[src/rtl/l1d_refill_ctrl_if.sv]
// Bundle of handshake and data signals between the L1D refill controller
// and its surroundings: the miss FIFO, the memory port and the cache data array.
// The master modport is the controller's view of the bundle.
// The slave modport is the environment's view of the same signals.
interface l1d_refill_ctrl_if #(
  parameter int ADDR_WIDTH = 32,
  parameter int BEAT_WIDTH = 32,
  parameter int BEATS      = 4
);
  // miss FIFO side
  logic                        req_empty;
  logic [ADDR_WIDTH-1:0]       req_addr;
  logic                        req_rd_ena;
  // memory request channel
  logic                        mem_req_valid;
  logic                        mem_req_ready;
  logic [ADDR_WIDTH-1:0]       mem_req_addr;
  // memory response channel
  logic                        mem_rsp_valid;
  logic [BEAT_WIDTH-1:0]       mem_rsp_data;
  logic                        mem_rsp_last;
  // refill channel towards the data array
  logic                        refill_valid;
  logic                        refill_ready;
  logic [ADDR_WIDTH-1:0]       refill_addr;
  logic [BEAT_WIDTH*BEATS-1:0] refill_data;
  // status
  logic                        busy;
  logic                        err;

  modport master (
    input  req_empty, req_addr, mem_req_ready,
           mem_rsp_valid, mem_rsp_data, mem_rsp_last, refill_ready,
    output req_rd_ena, mem_req_valid, mem_req_addr,
           refill_valid, refill_addr, refill_data, busy, err
  );

  modport slave (
    output req_empty, req_addr, mem_req_ready,
           mem_rsp_valid, mem_rsp_data, mem_rsp_last, refill_ready,
    input  req_rd_ena, mem_req_valid, mem_req_addr,
           refill_valid, refill_addr, refill_data, busy, err
  );
endinterface

[src/rtl/l1d_refill_ctrl.sv]
// L1D miss-refill controller.
// Pops one line address from the miss FIFO and issues it to memory.
// Gathers BEATS response beats into a line, then hands the line to the cache.
// Only one miss is in flight at a time; response beats that disagree with the
// expected framing raise a one-cycle err pulse.
module l1d_refill_ctrl #(
  parameter int ADDR_WIDTH = 32,
  parameter int BEAT_WIDTH = 32,
  parameter int BEATS      = 4
) (
  input  logic                clk,
  input  logic                rst_n,   // synchronous, active-high
  l1d_refill_ctrl_if.master   bus
);

  localparam int CW = (BEATS > 1) ? $clog2(BEATS) : 1;
  localparam logic [CW-1:0] LAST_BEAT = CW'(BEATS - 1);
  localparam logic [CW-1:0] CNT_ONE   = CW'(1);

  typedef enum logic [1:0] {
    ST_IDLE   = 2'd0,
    ST_REQ    = 2'd1,
    ST_RSP    = 2'd2,
    ST_REFILL = 2'd3
  } state_t;

  state_t                      state_q;
  logic [ADDR_WIDTH-1:0]       addr_q;
  logic [BEAT_WIDTH*BEATS-1:0] line_q;
  logic [CW-1:0]               beat_cnt_q;
  logic                        err_q;
  logic                        mem_req_valid_q;
  logic                        refill_valid_q;
  logic                        busy_q;

  // Main FSM: sequencing, address/line capture, beat counting and error flagging.
  always_ff @(posedge clk) begin
    if (rst_n) begin
      state_q         <= ST_IDLE;
      addr_q          <= '0;
      line_q          <= '0;
      beat_cnt_q      <= '0;
      err_q           <= 1'b0;
      mem_req_valid_q <= 1'b0;
      refill_valid_q  <= 1'b0;
      busy_q          <= 1'b0;
    end else begin
      err_q <= 1'b0;
      case (state_q)
        ST_IDLE: begin
          // A beat with no outstanding miss is dropped and reported.
          if (bus.mem_rsp_valid) begin
            err_q <= 1'b1;
          end
          if (!bus.req_empty) begin
            addr_q          <= bus.req_addr;
            state_q         <= ST_REQ;
            mem_req_valid_q <= 1'b1;
            busy_q          <= 1'b1;
          end
        end
        ST_REQ: begin
          if (bus.mem_rsp_valid) begin
            err_q <= 1'b1;
          end
          if (bus.mem_req_ready) begin
            beat_cnt_q      <= '0;
            state_q         <= ST_RSP;
            mem_req_valid_q <= 1'b0;
          end
        end
        ST_RSP: begin
          if (bus.mem_rsp_valid) begin
            line_q[beat_cnt_q*BEAT_WIDTH +: BEAT_WIDTH] <= bus.mem_rsp_data;
            beat_cnt_q <= beat_cnt_q + CNT_ONE;
            // The beat count alone decides completion; last is only checked.
            if (bus.mem_rsp_last != (beat_cnt_q == LAST_BEAT)) begin
              err_q <= 1'b1;
            end
            if (beat_cnt_q == LAST_BEAT) begin
              state_q        <= ST_REFILL;
              refill_valid_q <= 1'b1;
            end
          end
        end
        ST_REFILL: begin
          if (bus.mem_rsp_valid) begin
            err_q <= 1'b1;
          end
          // Returning to IDLE first means the next pop is never in this cycle.
          if (bus.refill_ready) begin
            state_q        <= ST_IDLE;
            refill_valid_q <= 1'b0;
            busy_q         <= 1'b0;
          end
        end
        default: begin
          state_q         <= ST_IDLE;
          mem_req_valid_q <= 1'b0;
          refill_valid_q  <= 1'b0;
          busy_q          <= 1'b0;
        end
      endcase
    end
  end

  // The pop is the only combinational output; it must stay low while reset is held.
  assign bus.req_rd_ena    = (state_q == ST_IDLE) && !bus.req_empty && !rst_n;
  assign bus.mem_req_valid = mem_req_valid_q;
  assign bus.mem_req_addr  = addr_q;
  assign bus.refill_valid  = refill_valid_q;
  assign bus.refill_addr   = addr_q;
  assign bus.refill_data   = line_q;
  assign bus.busy          = busy_q;
  assign bus.err           = err_q;

endmodule

[src/flat_wrapper.sv]
// flat-port wrapper written by rule: the top's interface ports become plain ports
module l1d_refill_ctrl_flat 
#(
  parameter int ADDR_WIDTH = 32,
  parameter int BEAT_WIDTH = 32,
  parameter int BEATS      = 4
)
  (clk, rst_n, bus_req_empty, bus_req_addr, bus_mem_req_ready, bus_mem_rsp_valid, bus_mem_rsp_data, bus_mem_rsp_last, bus_refill_ready, bus_req_rd_ena, bus_mem_req_valid, bus_mem_req_addr, bus_refill_valid, bus_refill_addr, bus_refill_data, bus_busy, bus_err);
  l1d_refill_ctrl_if #(.ADDR_WIDTH(ADDR_WIDTH), .BEAT_WIDTH(BEAT_WIDTH), .BEATS(BEATS)) bus_i ();
  input  logic clk;
  input  logic rst_n;
  input wire logic [$bits(bus_i.req_empty)-1:0] bus_req_empty;
  input wire logic [$bits(bus_i.req_addr)-1:0] bus_req_addr;
  input wire logic [$bits(bus_i.mem_req_ready)-1:0] bus_mem_req_ready;
  input wire logic [$bits(bus_i.mem_rsp_valid)-1:0] bus_mem_rsp_valid;
  input wire logic [$bits(bus_i.mem_rsp_data)-1:0] bus_mem_rsp_data;
  input wire logic [$bits(bus_i.mem_rsp_last)-1:0] bus_mem_rsp_last;
  input wire logic [$bits(bus_i.refill_ready)-1:0] bus_refill_ready;
  output wire logic [$bits(bus_i.req_rd_ena)-1:0] bus_req_rd_ena;
  output wire logic [$bits(bus_i.mem_req_valid)-1:0] bus_mem_req_valid;
  output wire logic [$bits(bus_i.mem_req_addr)-1:0] bus_mem_req_addr;
  output wire logic [$bits(bus_i.refill_valid)-1:0] bus_refill_valid;
  output wire logic [$bits(bus_i.refill_addr)-1:0] bus_refill_addr;
  output wire logic [$bits(bus_i.refill_data)-1:0] bus_refill_data;
  output wire logic [$bits(bus_i.busy)-1:0] bus_busy;
  output wire logic [$bits(bus_i.err)-1:0] bus_err;
  assign bus_i.req_empty = bus_req_empty;
  assign bus_i.req_addr = bus_req_addr;
  assign bus_i.mem_req_ready = bus_mem_req_ready;
  assign bus_i.mem_rsp_valid = bus_mem_rsp_valid;
  assign bus_i.mem_rsp_data = bus_mem_rsp_data;
  assign bus_i.mem_rsp_last = bus_mem_rsp_last;
  assign bus_i.refill_ready = bus_refill_ready;
  assign bus_req_rd_ena = bus_i.req_rd_ena;
  assign bus_mem_req_valid = bus_i.mem_req_valid;
  assign bus_mem_req_addr = bus_i.mem_req_addr;
  assign bus_refill_valid = bus_i.refill_valid;
  assign bus_refill_addr = bus_i.refill_addr;
  assign bus_refill_data = bus_i.refill_data;
  assign bus_busy = bus_i.busy;
  assign bus_err = bus_i.err;
  l1d_refill_ctrl #(.ADDR_WIDTH(ADDR_WIDTH), .BEAT_WIDTH(BEAT_WIDTH), .BEATS(BEATS)) u_core (.clk(clk), .rst_n(rst_n), .bus(bus_i));
endmodule
[config.mk]
export PLATFORM = sky130hd
export DESIGN_NAME = l1d_refill_ctrl_flat
export DESIGN_NICKNAME = d
export VERILOG_FILES = /design/src/rtl/l1d_refill_ctrl_if.sv /design/src/rtl/l1d_refill_ctrl.sv /design/src/flat_wrapper.sv
export SDC_FILE = /design/constraint.sdc
export NUM_CORES = 1
export LEC_CHECK = 0
export CELL_PAD_IN_SITES_DETAIL_PLACEMENT = 2
export CELL_PAD_IN_SITES_GLOBAL_PLACEMENT = 2
export CORE_UTILIZATION = 25
export DETAILED_ROUTE_END_ITERATION = 16
export GPL_ROUTABILITY_DRIVEN = 0
export PLACE_DENSITY_LB_ADDON = 0.1
export SYNTH_ARGS = -nofsm -noshare
export SYNTH_HDL_FRONTEND = slang
export SYNTH_SLANG_ARGS = --single-unit
[constraint.sdc]
create_clock -name clk -period 2.2 [get_ports clk]
set_input_delay 0.22 -clock clk [delete_from_list [all_inputs] [get_ports clk]]
set_output_delay 0.22 -clock clk [all_outputs]
set_load 0.02 [all_outputs]
After elaboration in Yosys (flattened, before gate mapping):

Index checks and enable logic that the tools add are counted.
Widths: inputs -> output; s select.

* add/sub/neg operators: 2
* muxes and demuxes: 22
* shift operators: 2
* reductions and logical operators: 17
* eq/ne operators: 10
* bitwise logic cells: 1

Operator list (number)
* $bwmux 128: 1
* $shift 32x34->128 const A: 1
* $shiftx 32x34->128: 1
* $neg 7->34: 1
* $mux 2: 7
* $reduce_and 3->1: 3
* $mux 1: 8
* $ne 2x2->1 const B: 4
* $pmux 1 s2: 4
* $pmux 2 s4: 1
* $reduce_bool 2->1: 4
* $eq 2x2->1 const B: 3
* $reduce_and 5->1: 1
* $pmux 2 s2: 1
* $reduce_and 2->1: 2
* $reduce_and 4->1: 1
* $reduce_or 3->1: 1
* $add 2x1->2 const B: 1
* $eq 2x1->1 const B: 1
* $logic_and 1x1->1: 2
* $logic_not 1->1: 2
* $logic_not 2->1: 1
* $ne 2x1->1 const B: 1
* $ne 1x1->1: 1
* $not 1->1: 1

* bits in registers: 168
* output and inout bits: 197
* logic and storage cells: 62

Logic depth before layout (Yosys ltp):

Gate-level depths: netlist (run 1).

* word-level depth: 5
* mapped depth: 8
* gate-level depth less buffers: 6

Worst setup path before layout (run 1):

No wires, ideal clock.

* kind: reg2reg
* from: reg u_core.beat_cnt_q[0]
* to: reg u_core.line_q[75] (netlist: u_core.bus.refill_data[75])
* stages on the path, launching flop included: 8
* data arrival time: 1.856 ns
* setup slack: 0.279 ns
* data required time: 2.135 ns
* setup time: 0.065 ns
* period minus slack after synthesis: 1.921 ns
* path through: dfxtp_1 -> inv_1 -> ha_1 -> nand2b_1 -> nor4_4 -> buf_6 -> a22oi_2 -> nor2_2

* longest elaborated chain between the ends: 3
* elaborated cells on any way between the ends: 4
* classes of those cells: 1 x add/sub; 2 x shift; 1 x mux

Ends and longest elaborated chain
* start: declaration: line l1d_refill_ctrl.sv:30 `logic [CW-1:0] beat_cnt_q;`
* start signal: assignment: line l1d_refill_ctrl.sv:75 `beat_cnt_q <= beat_cnt_q + CNT_ONE;`
* $neg 7->34 (*): line l1d_refill_ctrl.sv:74 `line_q[beat_cnt_q*BEAT_WIDTH +: BEAT_WIDTH] <= bus.mem_rsp_data;`
* $shiftx 32x34->128 or $shift 32x34->128 (tied branches): line l1d_refill_ctrl.sv:74
* $bwmux 128 (*): line l1d_refill_ctrl.sv:74
* end signal: indexed assignment: line l1d_refill_ctrl.sv:74
* end: declaration: line l1d_refill_ctrl.sv:29 `logic [BEAT_WIDTH*BEATS-1:0] line_q;`

Mark *: on every way between the ends. The rest lies on a longest branch, timed or not.
A chain may end at the register's enable or synchronous reset.

Worst setup path after layout (run 1):

* from: reg u_core.state_q[0]
* to: reg u_core.line_q[0] (netlist: u_core.bus.refill_data[0])

* longest elaborated chain between the ends: 2

Ends and longest elaborated chain
* start: declaration: line l1d_refill_ctrl.sv:27 `state_t state_q;`
* start signal: assignment: line l1d_refill_ctrl.sv:39 `state_q <= ST_IDLE;`
* start signal: assignment: line l1d_refill_ctrl.sv:57 `state_q <= ST_REQ;`
* start signal: assignment: line l1d_refill_ctrl.sv:68 `state_q <= ST_RSP;`
* $eq 2x2->1: line l1d_refill_ctrl.sv:49 `case (state_q)`
* $reduce_and 2->1 (no source line)

Every way passes these cells.

==> run_results.csv, run 1 <==
group,metric,value,unit
worst_setup_path,path_class,"reg -> reg",
route,wirelength,24900,µm
worst_setup_path,crit_fanout,32,
layout,design_area,10000,µm²
hold_path,min_from,"bus_req_addr[15]",
global_routing,grt_overflow,0,
route,drcViolationCount,0,
yosys,ys_warn_count,0,
route,postRouteAntennaNets,0,
pwr,p_leak,3.38,nW
clocking,root_buffer,"clkbuf_16",
layout,diodes,0,
placed_design,dp_cells,1217,
worst_setup_path,cp_data_arrival_time,2.39,ns
global_routing,grt_max_degree,169,
route,post_drt_wl_per_cell,20.0,µm
route,route.met3.wl,1030,µm
clocking,post-cts-setup-buffer-count,0,
global_routing,grtUsageTotal,0.183,
placed_design,hpwlAfterDp,17500,µm
clocking,cts.clk_slew.worst_paths,0.07,ns
route,routed.top_layer,"met4",
floorplan,die_h,165,µm
clocking,insertion_delay,0.43,ns
sta,fmax,491,MHz
layout,layoutNonFillerInstCount,1247,
yosys,ys_types,37,
route,wl_met1,10000,µm
pwr,power.density,856,nW/µm²
worst_setup_path,r2r_slack,0.16,ns
global_routing,antenna_found_initial,0,
floorplan,pin_count,268,
hold_path,holdPathStages,3,
yosys,syn_area,6660,µm²
sta,hold_ws,0.333,ns
outcome,outcome,"complete, no violations",
global_routing,grt_pass1_vias,6492,
worst_setup_path,crit_slowest_cell,"ha_1",
clocking,numCtsBuffers,17,
yosys,syn_area_per_cell,9.79,µm²
global_routing,grt_pass1_wl,37300,µm
floorplan,die_area,27300,µm²
sta,setup_slack,0.163,ns
sta,rsz0062_at_grt,"false",
yosys,synthCells,680,
clocking,cts_sinks,168,
worst_setup_path,crit_chain,"inv_1, ha_1, nand3_4, nor4b_4, buf_12, a22oi_1, nor2_1",
sta,maxSlewHeadroom,0.411,
route,drt_iter0_drc,246,
layout,drive_gt1_frac,0.169,
yosys,synth_top_area_frac,0.505,
yosys,synth_top_cell_by_area,"dfxtp_1",
sta,period_share,0.926,
route,dr_wl_met2,13600,µm
clocking,cts_tree,"built",
floorplan,num_rows,59,
yosys,syn-num-nets,763,
worst_setup_path,cp-start-kind,"register",
hold_path,min_to,"u_core.bus.mem_req_addr[15]",
yosys,yosys-top-cells-area,"dfxtp_1 51%, a22oi_2 11%, a22oi_1 6.7%",
worst_setup_path,critPathMaxStageDelay,0.41,ns
clocking,cts_buffer_depth,2,
worst_setup_path,required,2.55,ns
route,num_vias,5846,
sta,setup_viol,0,
sta,hold_violations,0,
worst_setup_path,r2r_cells,7,
sta,fin_skew,0.00796,ns
pwr,p_total,8.59,mW
layout,fin_nets,984,
placed_design,io_buffer_count,267,
floorplan,core-area,26100,µm²
route,viasPerCell,4.69,
clocking,htreeDepth,4,
layout,final_util,0.385,
pwr,peakVddDrop,0.355,mV
hold_path,worstHoldPathType,"in -> reg",
sta,finalSetupTns,0,ns
yosys,seq_area_frac_synth,0.505,
floorplan,die_w,165,µm
worst_setup_path,end_kind,"register",
layout,area_growth,50.7,%
placed_design,preCtsSetupSlack,0.0620,ns
worst_setup_path,r2r-start,"u_core.state_q[0]",
yosys,ys_ff_latch,168,
sta,min_period,2.04,ns
sta,tightest_slew,0.884,ns
route,drtPass1Iterations,4,
worst_setup_path,r2r-end,"u_core.bus.refill_data[0]",
sta,drv_slew,0,
run,max_cap_violations,0,
placed_design,dpl_cell_area,9470,µm²
floorplan,start_util,0.255,
[layer usage]
metal / vias to the layer above / global-route usage
met1: 2937 / 0.211
met3: 16 / 0.0337
met4: 0 / 0.0546
met2: 138 / 0.339
met5: - / 0
li1: 2755 / -
[how the worst max path moves through the flow]
stage,cells past startpoint,endpoint,from,slack [ns]
floorplan,7,u_core.bus.refill_data[75],u_core.beat_cnt_q[0],0.28
global placement,6,u_core.state_q[0],bus_mem_rsp_valid,0.14
detailed placement,6,u_core.state_q[0],bus_mem_rsp_valid,0.06
CTS,6,u_core.state_q[0],u_core.state_q[0],0.08
global route,7,u_core.bus.refill_data[0],u_core.state_q[0],0.01
finish,7,u_core.bus.refill_data[0],u_core.state_q[0],0.16
[cell usage after synthesis]
| cell type | count |
|---|---|
| a211oi_1 | 1 |
| a21boi_0 | 1 |
| a21oi_1 | 46 |
| a22oi_1 | 59 |
| a22oi_2 | 60 |
| a311oi_1 | 2 |
| a31o_2 | 1 |
| a31oi_1 | 1 |
| a41oi_1 | 1 |
| and3_1 | 1 |
| buf_1 | 1 |
| buf_2 | 12 |
| buf_4 | 33 |
| buf_6 | 7 |
| clkbuf_1 | 31 |
| dfxtp_1 | 168 |
| ha_1 | 12 |
| inv_1 | 6 |
| mux2_2 | 1 |
| mux2i_1 | 1 |
| nand2_1 | 79 |
| nand2b_1 | 3 |
| nand2b_2 | 1 |
| nand3_1 | 10 |
| nand3_2 | 2 |
| nand3_4 | 2 |
| nand4_1 | 2 |
| nor2_1 | 93 |
| nor2_2 | 30 |
| nor2b_1 | 2 |
| nor3_2 | 3 |
| nor3b_1 | 1 |
| nor4_4 | 1 |
| nor4b_4 | 1 |
| o21ai_0 | 2 |
| o21bai_1 | 2 |
| xnor2_1 | 1 |
[cells by family (layout without fill, tap and decap cells)]
group	after synthesis	count (layout)	synth area share
xor gates and xnor gates	1	1	0.00132
buffers and inverters	90	322	0.0795
and+or+nand+nor	231	231	0.162
DFF	168	168	0.505
muxes	2	2	0.00319
AOI/OAI and AO/OA	176	176	0.226
adders and majority gates	12	12	0.0226
[power breakdown]
part / internal [mW] / total (mW) / switching (mW)
Clock: 1.59 / 2.93 / 1.33
Sequential: 3.25 / 3.42 / 0.174
Combinational: 0.959 / 2.23 / 1.27
[flip-flops by register name, summed over array words and instances (netlist names)]
signal / cells
u_core.bus.err: 1
u_core.beat_cnt_q: 2
u_core.bus.refill_data: 128
u_core.bus.busy: 1
u_core.bus.mem_req_valid: 1
u_core.bus.refill_valid: 1
u_core.bus.mem_req_addr: 32
u_core.state_q: 2
[cell type report]
type | count | area (µm²)
Fill cell | 2777 | 16000
Sequential cell | 168 | 3360
Timing Repair Buffer | 286 | 2890
Multi-Input combinational cell | 422 | 2780
Clock buffer | 18 | 439
Tap cell | 335 | 419
Clock inverter | 12 | 120
Inverter | 6 | 22.5
[repair_timing]
item,CTS,global route
cloned,0,0
resized for setup,1,1
setup endpoints to repair,1,1
hold buffers,0,0
[layout by cell type (no fill, tap or decap), drive strengths merged, types with 2 or more instances in the layout]
cell | synthesis | routed
nand3 | 14 | 14
clkdlybuf4s50 | 0 | 265
nor2b | 2 | 2
o21ai | 2 | 2
buf | 53 | 20
a311oi | 2 | 2
nand4 | 2 | 2
dfxtp | 168 | 168
nor3 | 3 | 3
nand2 | 79 | 79
ha | 12 | 12
nor2 | 123 | 123
a21oi | 46 | 46
nand2b | 4 | 4
clkinv | 0 | 3
inv | 6 | 10
a22oi | 119 | 119
clkbuf | 31 | 18
clkinvlp | 0 | 4
o21bai | 2 | 2
[worst max-delay path, delay by kind of cell (launching register included)]
| kind | cells | cell delay [ns] |
|---|---|---|
| adder cells (fa/ha/maj) | 1 | 0.41 |
| buffers and inverters | 2 | 0.43 |
| AND/OR/NAND/NOR | 3 | 0.64 |
| flip-flops | 1 | 0.36 |
| AO/OA/AOI/OAI | 1 | 0.12 |
No activity file was read; power rests on OpenSTA's default activity.
==> run 2, diff against run 1 <==
Settings changed: CTS_CLUSTER_DIAMETER set to 200, PLACE_DENSITY_LB_ADDON 0.1 to 0.15.
Clock period 2.2 ns to 1.9 ns, I/O delays scaled along.
==> run 2 against run 1 <==
  * Flip-flop and latch count is the same
  * Power grew 19%
  * Maximum frequency grew 15%
  * Critical path depth grew 1
  * Combinational power grew 18%
  * Sequential share of layout area shrank 0.43 points
  * Non-clock buffer count grew 10
  * Via count grew 0.79%
  * Utilization grew 0.53 points
  * Routed wire length shrank 1.8%
  * Final cell count grew 0.96%
  * Hold slack lost 0.026 ns
  * Critical endpoint is now u_core.bus.refill_data[67]
  * Largest power group unchanged
==> run_results.csv, run 2 (synthesized netlist as in run 1, its figures left out) <==
group,metric,value,unit
clocking,cts_buffer_depth,2,
layout,largest_register_ffs,128,
layout,fin_nets,994,
placed_design,dp_cells,1225,
sta,setup_viol,0,
sta,fmax,564,MHz
sta,hold_ws,0.307,ns
route,post_drt_wl_per_cell,19.4,µm
layout,area_growth,52.7,%
layout,nFillCells,2795,
route,wirelength,24400,µm
run,max_cap_violations,0,
clocking,insertion_delay,0.43,ns
route,drt_iter0_drc,205,
worst_setup_path,end_kind,"register",
global_routing,grt_overflow,0,
route,postRouteAntennaNets,0,
sta,period_share,0.934,
worst_setup_path,crit_end,"u_core.bus.refill_data[67]",
sta,maxSlewHeadroom,0.433,
worst_setup_path,r2r_cells,8,
layout,final_util,0.390,
hold_path,worstHoldPathType,"in -> reg",
sta,hold_violations,0,
route,num_vias,5892,
global_routing,grt_pass1_wl,36900,µm
pwr,p_total,10.2,mW
layout,layoutNonFillerInstCount,1259,
global_routing,antenna_found_initial,0,
floorplan,num_rows,59,
route,viasPerCell,4.68,
pwr,peakVddDrop,0.477,mV
clocking,htreeDepth,4,
worst_setup_path,r2r_slack,0.13,ns
worst_setup_path,required,2.25,ns
worst_setup_path,r2r-start,"u_core.beat_cnt_q[1]",
layout,layout_common_cells,"265 x clkdlybuf4s50_1, 166 x dfxtp_1, 92 x nor2_1, 79 x nand2_1, 60 x a22oi_2",
route,drcViolationCount,0,
floorplan,core-area,26100,µm²
clocking,cts_sinks,168,
clocking,numCtsBuffers,17,
pwr,power.density,1000,nW/µm²
route,drtPass1Iterations,4,
clocking,cts_tree,"built",
sta,drv_slew,0,
worst_setup_path,crit_fanout,10,
pwr,p_leak,3.45,nW
layout,drive_gt1_frac,0.187,
floorplan,die_h,165,µm
floorplan,die_area,27300,µm²
hold_path,holdPathStages,3,
worst_setup_path,cp-start-kind,"register",
worst_setup_path,cp_data_arrival_time,2.13,ns
global_routing,grt_pass1_vias,6509,
sta,min_period,1.77,ns
clocking,cts.clk_slew.worst_paths,0.07,ns
layout,layout_commonest_cell,"clkdlybuf4s50_1",
floorplan,die_w,165,µm
worst_setup_path,path_class,"reg -> reg",
clocking,root_buffer,"clkbuf_16",
floorplan,pin_count,268,
worst_setup_path,startpoint,"u_core.beat_cnt_q[1]",
outcome,outcome,"complete, no violations",
clocking,hold_buffers,0,
sta,fin_skew,0.0139,ns
sta,tightest_slew,0.851,ns
layout,diodes,0,
worst_setup_path,r2r-end,"u_core.bus.refill_data[67]",
global_routing,grtUsageTotal,0.179,
floorplan,start_util,0.255,
global_routing,grt_max_degree,169,
placed_design,io_buffer_count,267,
placed_design,hpwlAfterDp,17700,µm
==> run 2: changes by cell type in the layout (fill, tap and decap cells not counted), moves of 2 or more <==
| cell | previous run | this run |
|---|---|---|
| ha_2 | 0 | 2 |
| ha_1 | 12 | 9 |
| dfxtp_1 | 168 | 166 |
| buf_6 | 1 | 5 |
| dfxtp_2 | 0 | 2 |
| buf_4 | 13 | 20 |
==> run 2: worst min-delay path by stage <==
stage,from,end,slack [ns]
floorplan,bus_refill_ready,u_core.bus.refill_valid,0.31
CTS,bus_req_addr[16],u_core.bus.mem_req_addr[16],0.29
detailed placement,u_core.bus.refill_data[124],u_core.bus.refill_data[124],0.46
global placement,u_core.bus.refill_data[117],u_core.bus.refill_data[117],0.44
global route,bus_req_addr[8],u_core.bus.mem_req_addr[8],0.31
finish,bus_req_addr[16],u_core.bus.mem_req_addr[16],0.31
==> run 2: power by group <==
group | internal [mW] | switching, mW | leakage [nW] | total (mW)
clock | 2.01 | 1.57 | 0.285 | 3.58
sequential | 3.76 | 0.195 | 1.36 | 3.96
combinational | 1.16 | 1.48 | 1.81 | 2.64
total | 6.94 | 3.24 | 3.45 | 10.2
==> run 2: final cells by class <==
class	count	area (µm²)	share of cell area
clock buffer	19	443	0.0436
clock inverter	13	158	0.0155
inverter	6	22.5	0.00221
multi-input combinational	422	2800	0.275
sequential	168	3370	0.331
tap	335	419	0.0412
timing repair buffer	296	2960	0.291
==> run 2: critical path, cell delays in order, from the launching register on <==
cell and delay, ns:
dfxtp_2 0.37, inv_1 0.12, ha_1 0.25, nand2b_2 0.23, nor4_4 0.20, buf_4 0.18, buf_6 0.18, a22oi_2 0.07
nor2_2 0.11
==> run 2: stage by stage <==
stage / area (µm²) / setup slack, ns / TNS [ns]
2_1_floorplan: 6660 / 0.117 / 0
4_1_cts: 10200 / 0.0101 / 0
3_5_place_dp: 9520 / -0.0983 / -2.45
6_report: 10200 / 0.126 / 0
5_1_grt: 10200 / -0.00154 / -0.00154
3_3_place_gp: 9520 / 0.00671 / 0
==> run 2: metal layers <==
layer  share of wire  vias to the layer above  global-route usage
met3           0.044                       21              0.0370
li1                -                     2781                   -
met5               0                        -                   0
met2            0.54                      144               0.329
met1            0.40                     2946               0.206
met4           0.017                        0              0.0505
==> run 2: what timing repair did <==
action,CTS,global route
pin swaps,1,1
resized for setup,11,5
setup endpoints to repair,69,54
gates cloned,0,0
buffers inserted,1,1
